### src/rtl/int_arbiter.sv
`default_nettype none
// ============================================================================
// Module      : int_arbiter
// Description : Interrupt front end for the CPU status unit. Synchronizes the
//               reset, NMI and IRQ pins, holds a maskable IRQ bank, latches
//               NMI falling edges and BRK requests, and presents at most one
//               of rst/nmi/brk/irq per cycle with fixed priority.
//               Optional macro INT_ARB_ROUND_ROBIN_EN selects round-robin
//               IRQ arbitration instead of lowest-index-wins.
// Revision    : 1.0 - initial release
// ============================================================================
module int_arbiter #(
    parameter int IRQ_SRCS    = 4,
    parameter int SYNC_STAGES = 2,
    parameter int RST_HOLD    = 4
) (
    input  logic                clk,
    input  logic                a_rst,
    input  logic                rst_pin_n,
    input  logic                nmi_pin_n,
    input  logic [IRQ_SRCS-1:0] irq_pin_n,
    input  logic                brk_req,
    input  logic                feed_ack,
    input  logic                nmi_ack,
    input  logic                irq_ack,
    input  logic                mask_we,
    input  logic [IRQ_SRCS-1:0] mask_wdata,
    output logic [IRQ_SRCS-1:0] mask_rdata,
    output logic                rst,
    output logic                nmi,
    output logic                brk,
    output logic                irq,
    output logic [2:0]          irq_id,
    output logic [IRQ_SRCS-1:0] irq_pending
);

    // Synchronizer bundle layout: {irq[IRQ_SRCS-1:0], nmi, rst}
    localparam int         c_SW   = IRQ_SRCS + 2;
    localparam logic [3:0] c_HOLD = 4'(RST_HOLD);

    localparam logic [1:0] S_RST  = 2'd0;
    localparam logic [1:0] S_IDLE = 2'd1;
    localparam logic [1:0] S_IRQ  = 2'd2;

    logic [c_SW-1:0]     sync_q [SYNC_STAGES];
    logic                nmi_prev_q;
    logic                w_sync_rst_n;
    logic                w_sync_nmi_n;
    logic [IRQ_SRCS-1:0] w_sync_irq_n;
    logic                w_nmi_edge;

    logic [IRQ_SRCS-1:0] mask_q, mask_d;
    logic                nmi_pend_q, nmi_pend_d;
    logic                brk_pend_q, brk_pend_d;

    logic [1:0]          state_q, state_d;
    logic [3:0]          cnt_q, cnt_d;
    logic                rst_q, rst_d;
    logic                nmi_q, nmi_d;
    logic                brk_q, brk_d;
    logic                irq_q, irq_d;
    logic [2:0]          irq_id_q, irq_id_d;

    logic [2:0]          w_sel_id;
    logic                w_sel_pend;

    assign w_sync_rst_n = sync_q[SYNC_STAGES-1][0];
    assign w_sync_nmi_n = sync_q[SYNC_STAGES-1][1];
    assign w_sync_irq_n = sync_q[SYNC_STAGES-1][c_SW-1:2];
    assign w_nmi_edge   = nmi_prev_q & ~w_sync_nmi_n;

    assign irq_pending  = ~w_sync_irq_n & mask_q;
    assign mask_rdata   = mask_q;
    assign rst          = rst_q;
    assign nmi          = nmi_q;
    assign brk          = brk_q;
    assign irq          = irq_q;
    assign irq_id       = irq_id_q;

    // Pin synchronizer chains plus the NMI edge-detect history flop
    always_ff @(posedge clk or negedge a_rst) begin
        if (!a_rst) begin
            for (int s = 0; s < SYNC_STAGES; s++) sync_q[s] <= '1;
            nmi_prev_q <= 1'b1;
        end else begin
            sync_q[0] <= {irq_pin_n, nmi_pin_n, rst_pin_n};
            for (int s = 1; s < SYNC_STAGES; s++) sync_q[s] <= sync_q[s-1];
            nmi_prev_q <= w_sync_nmi_n;
        end
    end

    // Pending latches: a new edge/request wins over a same-cycle clear
    always_comb begin
        nmi_pend_d = nmi_pend_q;
        brk_pend_d = brk_pend_q;
        mask_d     = mask_we ? mask_wdata : mask_q;
        if (!w_sync_rst_n) begin
            nmi_pend_d = 1'b0;
            brk_pend_d = 1'b0;
        end else begin
            if (w_nmi_edge)          nmi_pend_d = 1'b1;
            else if (nmi_ack)        nmi_pend_d = 1'b0;
            if (brk_req)             brk_pend_d = 1'b1;
            else if (brk_q && feed_ack) brk_pend_d = 1'b0;
        end
    end

    // Pending and mask registers
    always_ff @(posedge clk or negedge a_rst) begin
        if (!a_rst) begin
            mask_q     <= '0;
            nmi_pend_q <= 1'b0;
            brk_pend_q <= 1'b0;
        end else begin
            mask_q     <= mask_d;
            nmi_pend_q <= nmi_pend_d;
            brk_pend_q <= brk_pend_d;
        end
    end

`ifdef INT_ARB_ROUND_ROBIN_EN
    logic [2:0] rr_ptr_q;

    // Last-served pointer, moved on every acknowledged IRQ
    always_ff @(posedge clk or negedge a_rst) begin
        if (!a_rst)                       rr_ptr_q <= 3'd0;
        else if (state_q == S_IRQ && irq_ack) rr_ptr_q <= irq_id_q;
    end

    // Wrap candidates first, then let the lowest index above the pointer win
    always_comb begin
        w_sel_id = 3'd0;
        for (int i = IRQ_SRCS-1; i >= 0; i--)
            if (irq_pending[i] && (3'(i) <= rr_ptr_q)) w_sel_id = 3'(i);
        for (int i = IRQ_SRCS-1; i >= 0; i--)
            if (irq_pending[i] && (3'(i) > rr_ptr_q)) w_sel_id = 3'(i);
    end
`else
    // Lowest pending index wins
    always_comb begin
        w_sel_id = 3'd0;
        for (int i = IRQ_SRCS-1; i >= 0; i--)
            if (irq_pending[i]) w_sel_id = 3'(i);
    end
`endif

    // Is the source currently being presented still requesting?
    always_comb begin
        w_sel_pend = 1'b0;
        for (int i = 0; i < IRQ_SRCS; i++)
            if (irq_id_q == 3'(i)) w_sel_pend = irq_pending[i];
    end

    // State, hold counter and registered request outputs
    always_ff @(posedge clk or negedge a_rst) begin
        if (!a_rst) begin
            state_q  <= S_RST;
            cnt_q    <= c_HOLD;
            rst_q    <= 1'b1;
            nmi_q    <= 1'b0;
            brk_q    <= 1'b0;
            irq_q    <= 1'b0;
            irq_id_q <= 3'd0;
        end else begin
            state_q  <= state_d;
            cnt_q    <= cnt_d;
            rst_q    <= rst_d;
            nmi_q    <= nmi_d;
            brk_q    <= brk_d;
            irq_q    <= irq_d;
            irq_id_q <= irq_id_d;
        end
    end

    // Next-state: synced reset pin overrides every state
    always_comb begin
        state_d = state_q;
        cnt_d   = cnt_q;
        if (!w_sync_rst_n) begin
            state_d = S_RST;
            cnt_d   = c_HOLD;
        end else begin
            case (state_q)
                S_RST: begin
                    if (cnt_q <= 4'd1) begin
                        cnt_d   = 4'd0;
                        state_d = S_IDLE;
                    end else begin
                        cnt_d   = cnt_q - 4'd1;
                    end
                end
                S_IDLE: begin
                    if (!nmi_pend_d && !brk_pend_d && (|irq_pending)) state_d = S_IRQ;
                end
                S_IRQ: begin
                    if (nmi_pend_d || irq_ack || !w_sel_pend) state_d = S_IDLE;
                end
                default: begin
                    state_d = S_RST;
                    cnt_d   = c_HOLD;
                end
            endcase
        end
    end

    // Output select: one-hot by priority nmi > brk > irq, irq_id frozen in S_IRQ
    always_comb begin
        rst_d    = 1'b0;
        nmi_d    = 1'b0;
        brk_d    = 1'b0;
        irq_d    = 1'b0;
        irq_id_d = irq_id_q;
        if (!w_sync_rst_n) begin
            rst_d    = 1'b1;
            irq_id_d = 3'd0;
        end else begin
            case (state_q)
                S_RST:  rst_d = (state_d == S_RST);
                S_IDLE: begin
                    if (nmi_pend_d)        nmi_d = 1'b1;
                    else if (brk_pend_d)   brk_d = 1'b1;
                    else if (|irq_pending) begin
                        irq_d    = 1'b1;
                        irq_id_d = w_sel_id;
                    end
                end
                S_IRQ: begin
                    if (nmi_pend_d)                 nmi_d = 1'b1;
                    else if (!irq_ack && w_sel_pend) irq_d = 1'b1;
                end
                default: begin
                    rst_d    = 1'b1;
                    irq_id_d = 3'd0;
                end
            endcase
        end
    end

endmodule
`default_nettype wire

### config.mk
export PLATFORM = sky130hd
export DESIGN_NAME = int_arbiter
export DESIGN_NICKNAME = d
export VERILOG_FILES = /design/src/rtl/int_arbiter.sv
export SDC_FILE = /design/constraint.sdc
export NUM_CORES = 1
export LEC_CHECK = 0
export ABC_AREA = 1
export ABC_CLOCK_PERIOD_IN_PS = 3600
export CAP_MARGIN = 5
export CORE_AREA = 10 10 68 70
export CTS_BUF_LIST = sky130_fd_sc_hd__clkbuf_8
export DETAILED_ROUTE_END_ITERATION = 8
export DIE_AREA = 0 0 78 80
export HOLD_SLACK_MARGIN = 0.06
export PLACE_DENSITY = 0.71
export RECOVER_POWER = 25
export SLEW_MARGIN = 20
export SYNTH_ARGS = -nofsm -noshare
export SYNTH_HDL_FRONTEND = slang
export SYNTH_SLANG_ARGS = --single-unit
### constraint.sdc
create_clock -name clk -period 3.6 [get_ports clk]
set_input_delay 0.54 -clock clk [delete_from_list [all_inputs] [get_ports clk]]
set_output_delay 0.54 -clock clk [all_outputs]
set_load 0.01 [all_outputs]
==> results of run 1 <==
-- worst max-delay path: stages (launching register included) --
cell and delay, ns:
dfstp_2 0.52, inv_1 0.04, nand2_1 0.12, inv_1 0.09, clkdlybuf4s50_1 0.49
-- layout by cell type (no fill, tap or decap), drive strengths merged --
master / Yosys / routed
nor3: 1 / 1
o22ai: 1 / 1
ha: 6 / 6
buf: 2 / 1
inv: 28 / 28
mux2: 4 / 4
xor2: 1 / 1
nor2: 5 / 5
nand4: 4 / 4
clkinv: 0 / 2
clkbuf: 0 / 6
a21oi: 5 / 5
clkinvlp: 0 / 1
o31ai: 1 / 1
nand2: 38 / 38
nand3: 14 / 14
clkdlybuf4s50: 0 / 29
dfstp: 15 / 15
dfrtp: 16 / 16
conb: 1 / 1
a21boi: 1 / 1
o21ai: 4 / 4
-- synthesized netlist by cell type --
cell type	instances	area share [%]
nor2_1	5	1.3
buf_4	1	0.51
nor3_2	1	0.69
o31ai_2	1	0.86
o22ai_1	1	0.43
a21oi_2	1	0.60
a21oi_4	1	1.1
o21ai_1	1	0.34
xor2_1	1	0.60
nand4_1	4	1.7
a21oi_1	3	1.0
nand3_2	2	1.4
dfrtp_1	16	27
dfstp_2	15	27
inv_1	26	6.7
conb_1	1	0.26
a21boi_2	1	0.77
o21ai_0	3	1.0
nand3_1	12	4.1
buf_6	1	0.77
inv_2	2	0.51
nand2_2	11	4.7
mux2_2	4	3.1
ha_1	6	5.1
nand2_4	2	1.5
nand2_1	25	6.4
-- kinds of logic after synthesis --
logic type                 count (synthesis)
xor gates and xnor gates                   1
AOI/OAI and AO/OA                         12
muxes                                      4
DFF                                       31
and+or+nand+nor                           62
buffers and inverters                     30
adders and majority gates                  6
other                                      1
-- area by class of cell --
cell class,instances,area (µm²),area share [%]
repair buffers,31,302,15.9
multi-input cells,86,542,28.6
flip-flops and latches,31,795,41.9
clock inverters,3,25.0,1.32
inverters,28,105,5.55
clock buffers,5,68.8,3.63
well taps,46,57.6,3.04
-- layer usage --
metal / routed length [µm] / vias to the layer above / share of wire (%)
li1: - / 529 / -
met1: 1240 / 518 / 41
met2: 1530 / 27 / 51
met3: 145 / 7 / 4.9
met4: 75 / 0 / 2.5
met5: 0 / - / 0
-- registers in the layout, indices dropped and copies added (netlist names) --
| name | flops |
|---|---|
| rst | 1 |
| irq | 1 |
| mask_rdata | 4 |
| nmi | 1 |
| sync_q | 12 |
| state_q | 2 |
| brk_pend_q | 1 |
| irq_id | 2 |
| cnt_q | 4 |
| nmi_prev_q | 1 |
| nmi_pend_q | 1 |
| brk | 1 |
-- worst max-delay path by stage --
stage | to | slack [ns] | cells after the start
2_1_floorplan | rst | 2.30 | 9
3_3_place_gp | sync_q[6] | 1.60 | 2
3_5_place_dp | rst | 1.77 | 11
4_1_cts | irq_pending[3] | 1.49 | 4
5_1_grt | irq_pending[3] | 1.45 | 4
6_report | irq_pending[3] | 1.51 | 4
-- metrics by stage --
step	utilization, %	cells	setup WS [ns]
detailed placement	54.9	222	1.77
global placement	55.0	222	1.60
finish	57.7	230	1.51
CTS	57.7	230	1.49
floorplan	-	147	2.30
global route	57.7	230	1.45
-- power by group --
| part | internal, mW | switching (mW) |
|---|---|---|
| logic | 0.156 | 0.201 |
| registers | 0.412 | 0.0399 |
| clock network | 0.138 | 0.143 |
==> impl_metrics.yaml, run 1 <==
run_status:
  status: "completed"
worst_setup_path:
  worstSetupStartpoint: "sync_q[5]"
  r2r_slack_ns: 2.12
  critPathArrivalTime_ns: 1.55
  r2r_cells: 5
  cp_max_fo: 3
  timing.rr.end: "irq_id[0]"
  crit_type: "reg -> out"
  cp.required_ns: 3.06
  critPathCaptureType: "primary output"
  startpoint_type: "flip-flop"
  r2r_start: "state_q[0]"
synthesis:
  synth_fa_ha_area_share_pct: 5.14
  synthCells: 147
  synth_fp_nets: 170
  yosysUniqueCellTypes: 26
  synth-compound-area-share_pct: 6.17
  yosysWarnings: 0
  seq_area_frac_synth_pct: 54.4
  synth_xor_area_share_pct: 0.600
  synth-simple-area-share_pct: 21.9
  synth_top_family_by_area: "simple AND/OR/NAND/NOR gates"
  muxShareOfSynthArea_pct: 3.08
  ys_seq_elements: 31
  syn_area_mm2: 0.00146
  syn_area_per_cell_um2: 9.93
die:
  die_h_um: 80
  placementRows: 21
  core-area_mm2: 0.00328
  die_x_um: 78
  initial_core_util_pct: 44.5
  ios: 32
  dieArea_mm2: 0.00624
routing:
  drt_iter0_markers: 47
  ant_nets: 0
  vias_per_cell: 4.70
  dr.pass1.iters: 4
  vias: 1081
  wire_per_inst_um: 13.0
  wl_mm: 2.99
  drc: 0
timing:
  slew_headroom_pct: 8.11
  timing.fmax_ghz: 0.478
  drv_slew: 0
  setup_viol: 0
  fin_skew_ns: 0.00426
  tightest_slew_ns: 1.38
  rsz0062_at_grt: "false"
  whs_ns: 0.354
  post-route-period-util_pct: 58.1
  period_minus_slack_ns: 2.09
  hold_viol_final: 0
  setup_tns_ns: 0
cts:
  cts_max_path_buffers: 2
  path_clk_slew_ns: 0.07
  cts_sinks: 31
  clockRootBuffer: "clkbuf_8"
  h-tree-depth: 2
  cts_setup_buffers: 0
  hold_buffers: 0
  cts_made_buffers: 5
  worstSkewPairLatency_ns: 0.29
  cts_resized: 0
  cts_tree: "done"
finish:
  diodes: 0
  area_growth_pct: 29.7
  layout-drive-gt1-share_pct: 26.6
  nets: 206
  fill_cells: 301
  fin_area_mm2: 0.00189
global_routing:
  grtUsageMet1_pct: 12.1
  grt_pass1_wl_mm: 5.40
  grt_max_degree: 28
  grt_use_total_pct: 10.9
  grt_pass1_vias: 1151
  grtUsageMet3_pct: 3.72
  met2_usage_pct: 18.2
  grt.overflow.total: 0
  global_route.peak_usage_layer: "met2"
  antenna_found_initial: 0
place:
  dpl_cell_area_mm2: 0.00180
  gp_congestion: 0.759
  port-buffer-count: 30
  dp_hpwl_mm: 2.38
min_path:
  holdPathEnd: "sync_q[5]"
  min_path_cells: 0
  hp-class: "reg -> reg"
  hp-start: "sync_q[11]"
power_and_ir_drop:
  p_leak_nw: 0.924
  power_mw: 1.09
  peakVddDrop_v: 0.000404
  power_density_mw_per_mm2: 575
flow_run:
  drv_cap: 0
(Power assumes the default switching activity.)
==> inputs of run 2 (changes only) <==
--- a/config.mk
+++ b/config.mk
@@ -6,7 +6,7 @@
 export NUM_CORES = 1
 export LEC_CHECK = 0
 export ABC_AREA = 1
-export ABC_CLOCK_PERIOD_IN_PS = 3600
+export ABC_CLOCK_PERIOD_IN_PS = 2100
 export CAP_MARGIN = 5
 export CORE_AREA = 10 10 68 70
 export CTS_BUF_LIST = sky130_fd_sc_hd__clkbuf_8
==> constraint.sdc (replaced) <==
create_clock -name clk -period 2.1 [get_ports clk]
set_input_delay 0.315 -clock clk [delete_from_list [all_inputs] [get_ports clk]]
set_output_delay 0.315 -clock clk [all_outputs]
set_load 0.01 [all_outputs]
==> run 2 against run 1 <==
Net effect: final area decreased by 0.46%; register-to-register slack lost 1.6 ns; sequential share of layout area grew 0.19 points; global-route usage is 0.59 points lower; setup slack worse by 1.2 ns; clock-buffer cell count is the same; sequential power is 72% higher; total power rose by 67%; first-iteration DRC count increased by 19%; cell count unchanged; via count shrank 3.3%; worst hold slack worse by 0.00083 ns.
==> impl_metrics.yaml, run 2 (synthesis gave the netlist of run 1 again) <==
min_path:
  holdPathEnd: "sync_q[4]"
  hp-start: "sync_q[10]"
  min_path_cells: 0
  hp-class: "reg -> reg"
finish:
  final_util_pct: 57.4
  largest_reg_flops: 12
  regMostFlops: "sync_q"
  layout_commonest_cell: "inv_1"
  instances_no_fill: 230
  area_growth_pct: 29.1
  diodes: 0
  layout-drive-gt1-share_pct: 25.5
  layout_common_cells: "28 x inv_1, 25 x nand2_1, 23 x clkdlybuf4s50_1"
  fin_area_mm2: 0.00189
  fill_cells: 280
  nets: 206
worst_setup_path:
  r2r_start: "cnt_q[0]"
  r2r_cells: 9
  path_cells: "inv_1 > nand2_1 > inv_1 > clkdlybuf4s50_1"
  r2r_slack_ns: 0.54
  slowest_delay_ns: 0.51
  cp.required_ns: 1.78
  critPathArrivalTime_ns: 1.50
  cp_slowest_cell: "dfstp_2"
  critPathCaptureType: "primary output"
  cpLargestDelayFamily: "buffers and inverters"
  crit_type: "reg -> out"
  startpoint_type: "flip-flop"
  cpMostUsedCell: "inv_1"
  cp_max_fo: 3
  timing.rr.end: "rst"
  crit_buf_inv: 3
cts:
  path_clk_slew_ns: 0.06
  h-tree-depth: 2
  cts_sinks: 31
  hold_buffers: 0
  cts_max_path_buffers: 2
  cts_setup_buffers: 0
  clockRootBuffer: "clkbuf_8"
  cts_made_buffers: 5
  cts_tree: "done"
  worstSkewPairLatency_ns: 0.27
  cts_resized: 0
routing:
  vias_per_cell: 4.54
  ant_nets: 0
  wl_met1_mm: 1.25
  wl_mm: 3.04
  vias: 1045
  met2_wirelength_mm: 1.59
  top_layer: "met4"
  dr.pass1.iters: 4
  route.met3.wl_um: 139
  drc: 0
  wire_per_inst_um: 13.2
  drt_iter0_markers: 56
place:
  dpl_worst_slack_ns: 0.434
  gp_congestion: 0.806
  dpl.cell_count: 222
  port-buffer-count: 30
  dpl_cell_area_mm2: 0.00181
  dp_hpwl_mm: 2.37
global_routing:
  antenna_found_initial: 0
  grt_pass1_vias: 1120
  grt.overflow.total: 0
  grt_use_total_pct: 10.3
  grt_pass1_wl_mm: 5.11
  grt_max_degree: 32
timing:
  timing.fmax_ghz: 0.552
  hold_viol_final: 0
  fin_skew_ns: 0.00718
  slew_headroom_pct: 50.5
  drv_slew: 0
  post-route-period-util_pct: 86.3
  setup_tns_ns: 0
  period_minus_slack_ns: 1.81
  layout_setup_ws_ns: 0.288
  setup_viol: 0
  tightest_slew_ns: 0.742
  rsz0062_at_grt: "false"
run_status:
  status: "completed"
die:
  dieArea_mm2: 0.00624
  die_x_um: 78
  initial_core_util_pct: 44.5
  core-area_mm2: 0.00328
  ios: 32
  placementRows: 21
  die_h_um: 80
power_and_ir_drop:
  power_density_mw_per_mm2: 967
  p_leak_nw: 0.934
  peakVddDrop_v: 0.000452
flow_run:
  drv_cap: 0
run 2: per-stage QoR:
step,power (mW),hold slack (ns)
floorplan,1.19,0.0194
global placement,1.38,0.345
detailed placement,1.41,0.347
CTS,1.84,0.356
global route,1.98,0.357
finish,1.82,0.353
run 2: layout make-up:
cell class | count | area, µm² | area share [%]
sequential | 31 | 795 | 42.1
multi-input combinational | 86 | 542 | 28.7
timing repair buffer | 31 | 305 | 16.2
inverter | 28 | 105 | 5.57
clock buffer | 5 | 68.8 | 3.65
tap | 46 | 57.6 | 3.05
clock inverter | 3 | 12.5 | 0.664
run 2: routing by layer:
layer / vias to the layer above / track usage, %
li1: 527 / -
met4: 0 / 4.48
met1: 490 / 10.5
met2: 22 / 18.9
met3: 6 / 3.60
met5: - / 0
run 2: worst max-delay path by stage:
stage,endpoint,startpoint,slack (ns),depth (start not counted)
2_1_floorplan,rst,cnt_q[0],0.80,9
3_3_place_gp,rst,nmi_ack,0.53,11
3_5_place_dp,rst,nmi_ack,0.43,11
4_1_cts,irq_pending[1],sync_q[3],0.27,4
5_1_grt,irq_pending[3],sync_q[5],0.23,4
6_report,irq_pending[3],sync_q[5],0.29,4
run 2: report_power, final:
part	internal, mW	leakage [nW]	switching (mW)	total [mW]
Clock	0.222	0.0505	0.204	0.426
Sequential	0.707	0.365	0.0694	0.776
Combinational	0.264	0.519	0.356	0.621
Total	1.19	0.934	0.630	1.82
==> inputs of run 3 (changes only) <==
--- a/config.mk
+++ b/config.mk
@@ -13,6 +13,7 @@
 export DETAILED_ROUTE_END_ITERATION = 8
 export DIE_AREA = 0 0 78 80
 export HOLD_SLACK_MARGIN = 0.06
+export MAX_ROUTING_LAYER = met4
 export PLACE_DENSITY = 0.71
 export RECOVER_POWER = 25
 export SLEW_MARGIN = 20
==> run 3 against run 2 <==
Net effect: die area unchanged; combinational power hardly changed; clock skew barely moved; worst hold slack about the same; largest power group unchanged; highest routed layer unchanged.
==> impl_metrics.yaml, run 3 (synthesis gave the netlist of run 1 again) <==
timing:
  slew_headroom_pct: 50.6
  period_minus_slack_ns: 1.81
  fin_skew_ns: 0.00717
  rsz0062_at_grt: "false"
  hold_viol_final: 0
  setup_viol: 0
  tightest_slew_ns: 0.742
  setup_tns_ns: 0
  timing.fmax_ghz: 0.552
  post-route-period-util_pct: 86.2
  drv_slew: 0
die:
  placementRows: 21
  die_h_um: 80
  ios: 32
  core-area_mm2: 0.00328
  initial_core_util_pct: 44.5
  dieArea_mm2: 0.00624
  die_x_um: 78
run_status:
  status: "completed"
cts:
  hold_buffers: 0
  cts_max_path_buffers: 2
  cts_made_buffers: 5
  worstSkewPairLatency_ns: 0.27
  cts_sinks: 31
  path_clk_slew_ns: 0.06
  clockRootBuffer: "clkbuf_8"
  cts_setup_buffers: 0
  h-tree-depth: 2
  cts_resized: 0
  cts_tree: "done"
worst_setup_path:
  critPathArrivalTime_ns: 1.50
  crit_type: "reg -> out"
  r2r_slack_ns: 0.54
  cp.required_ns: 1.78
  timing.rr.end: "rst"
  cpLargestDelayFamily: "buffers and inverters"
  path_cells: "inv_1 > nand2_1 > inv_1 > clkdlybuf4s50_1"
  cp_slowest_cell: "dfstp_2"
  critPathCaptureType: "primary output"
  slowest_delay_ns: 0.51
  startpoint_type: "flip-flop"
  crit_buf_inv: 3
  cpMostUsedCell: "inv_1"
  cp_max_fo: 3
  r2r_start: "cnt_q[0]"
  r2r_cells: 9
routing:
  drt_iter0_markers: 56
  wl_mm: 3.04
  vias_per_cell: 4.53
  ant_nets: 0
  dr.pass1.iters: 4
  drc: 0
  wire_per_inst_um: 13.2
  vias: 1042
place:
  port-buffer-count: 30
  gp_congestion: 0.818
  dpl.cell_count: 222
  dp_hpwl_mm: 2.37
finish:
  layout-drive-gt1-share_pct: 25.5
  instances_no_fill: 230
  regMostFlops: "sync_q"
  diodes: 0
  nets: 206
  largest_reg_flops: 12
  layout_common_cells: "28 x inv_1, 25 x nand2_1, 23 x clkdlybuf4s50_1"
  layout_commonest_cell: "inv_1"
  area_growth_pct: 29.1
power_and_ir_drop:
  peakVddDrop_v: 0.000452
  p_leak_nw: 0.934
  power_density_mw_per_mm2: 967
  power_mw: 1.82
min_path:
  holdPathEnd: "sync_q[4]"
  hp-class: "reg -> reg"
  min_path_cells: 0
  hp-start: "sync_q[10]"
global_routing:
  grt_pass1_wl_mm: 5.11
  grt_pass1_vias: 1121
  grt_use_total_pct: 10.6
  grt.overflow.total: 0
  antenna_found_initial: 0
  grt_max_degree: 32
flow_run:
  drv_cap: 0
[run 3: cell counts in the layout (fill, tap and decap cells not counted)]
Identical to the previous run, type by type.
[run 3: how the worst max path moves through the flow]
stage / endpoint / from / cells past startpoint
floorplan: rst / cnt_q[0] / 9
global placement: rst / nmi_ack / 11
detailed placement: rst / nmi_ack / 11
CTS: irq_pending[1] / sync_q[3] / 4
global route: irq_pending[3] / sync_q[5] / 4
finish: irq_pending[3] / sync_q[5] / 4
[run 3: layer usage]
metal	share of wire, %	GRT usage (%)
met5	0	-
met1	41	10.5
met2	52	18.9
met4	1.9	4.48
met3	4.6	3.60
[run 3: cell type report]
class	instances	area, µm²
sequential	31	795
multi-input combinational	86	542
timing repair buffer	31	305
tap	46	57.6
fill	280	1400
clock inverter	3	12.5
inverter	28	105
clock buffer	5	68.8
[run 3: stage by stage]
step | hold slack (ns) | instance area (µm²) | util (%) | setup slack [ns]
2_1_floorplan | 0.0194 | 1460 | - | 0.798
3_3_place_gp | 0.345 | 1810 | 55.0 | 0.530
3_5_place_dp | 0.347 | 1810 | 55.0 | 0.434
4_1_cts | 0.356 | 1890 | 57.5 | 0.266
5_1_grt | 0.357 | 1890 | 57.4 | 0.227
6_report | 0.353 | 1890 | 57.4 | 0.289
[run 3: worst register-to-register path: stages, from the launching register on]
cell      delay (ns)
dfrtp_1         0.41
inv_1           0.09
ha_1            0.23
o21ai_1         0.26
a21boi_2        0.09
a21oi_2         0.10
nand2_1         0.07
nand2_1         0.10
nand3_1         0.09
nand2_1         0.07
[run 3: power by group]
| part | switching (mW) | internal [mW] |
|---|---|---|
| Sequential | 0.0694 | 0.707 |
| Clock | 0.204 | 0.222 |
| Combinational | 0.356 | 0.264 |
| Total | 0.629 | 1.19 |
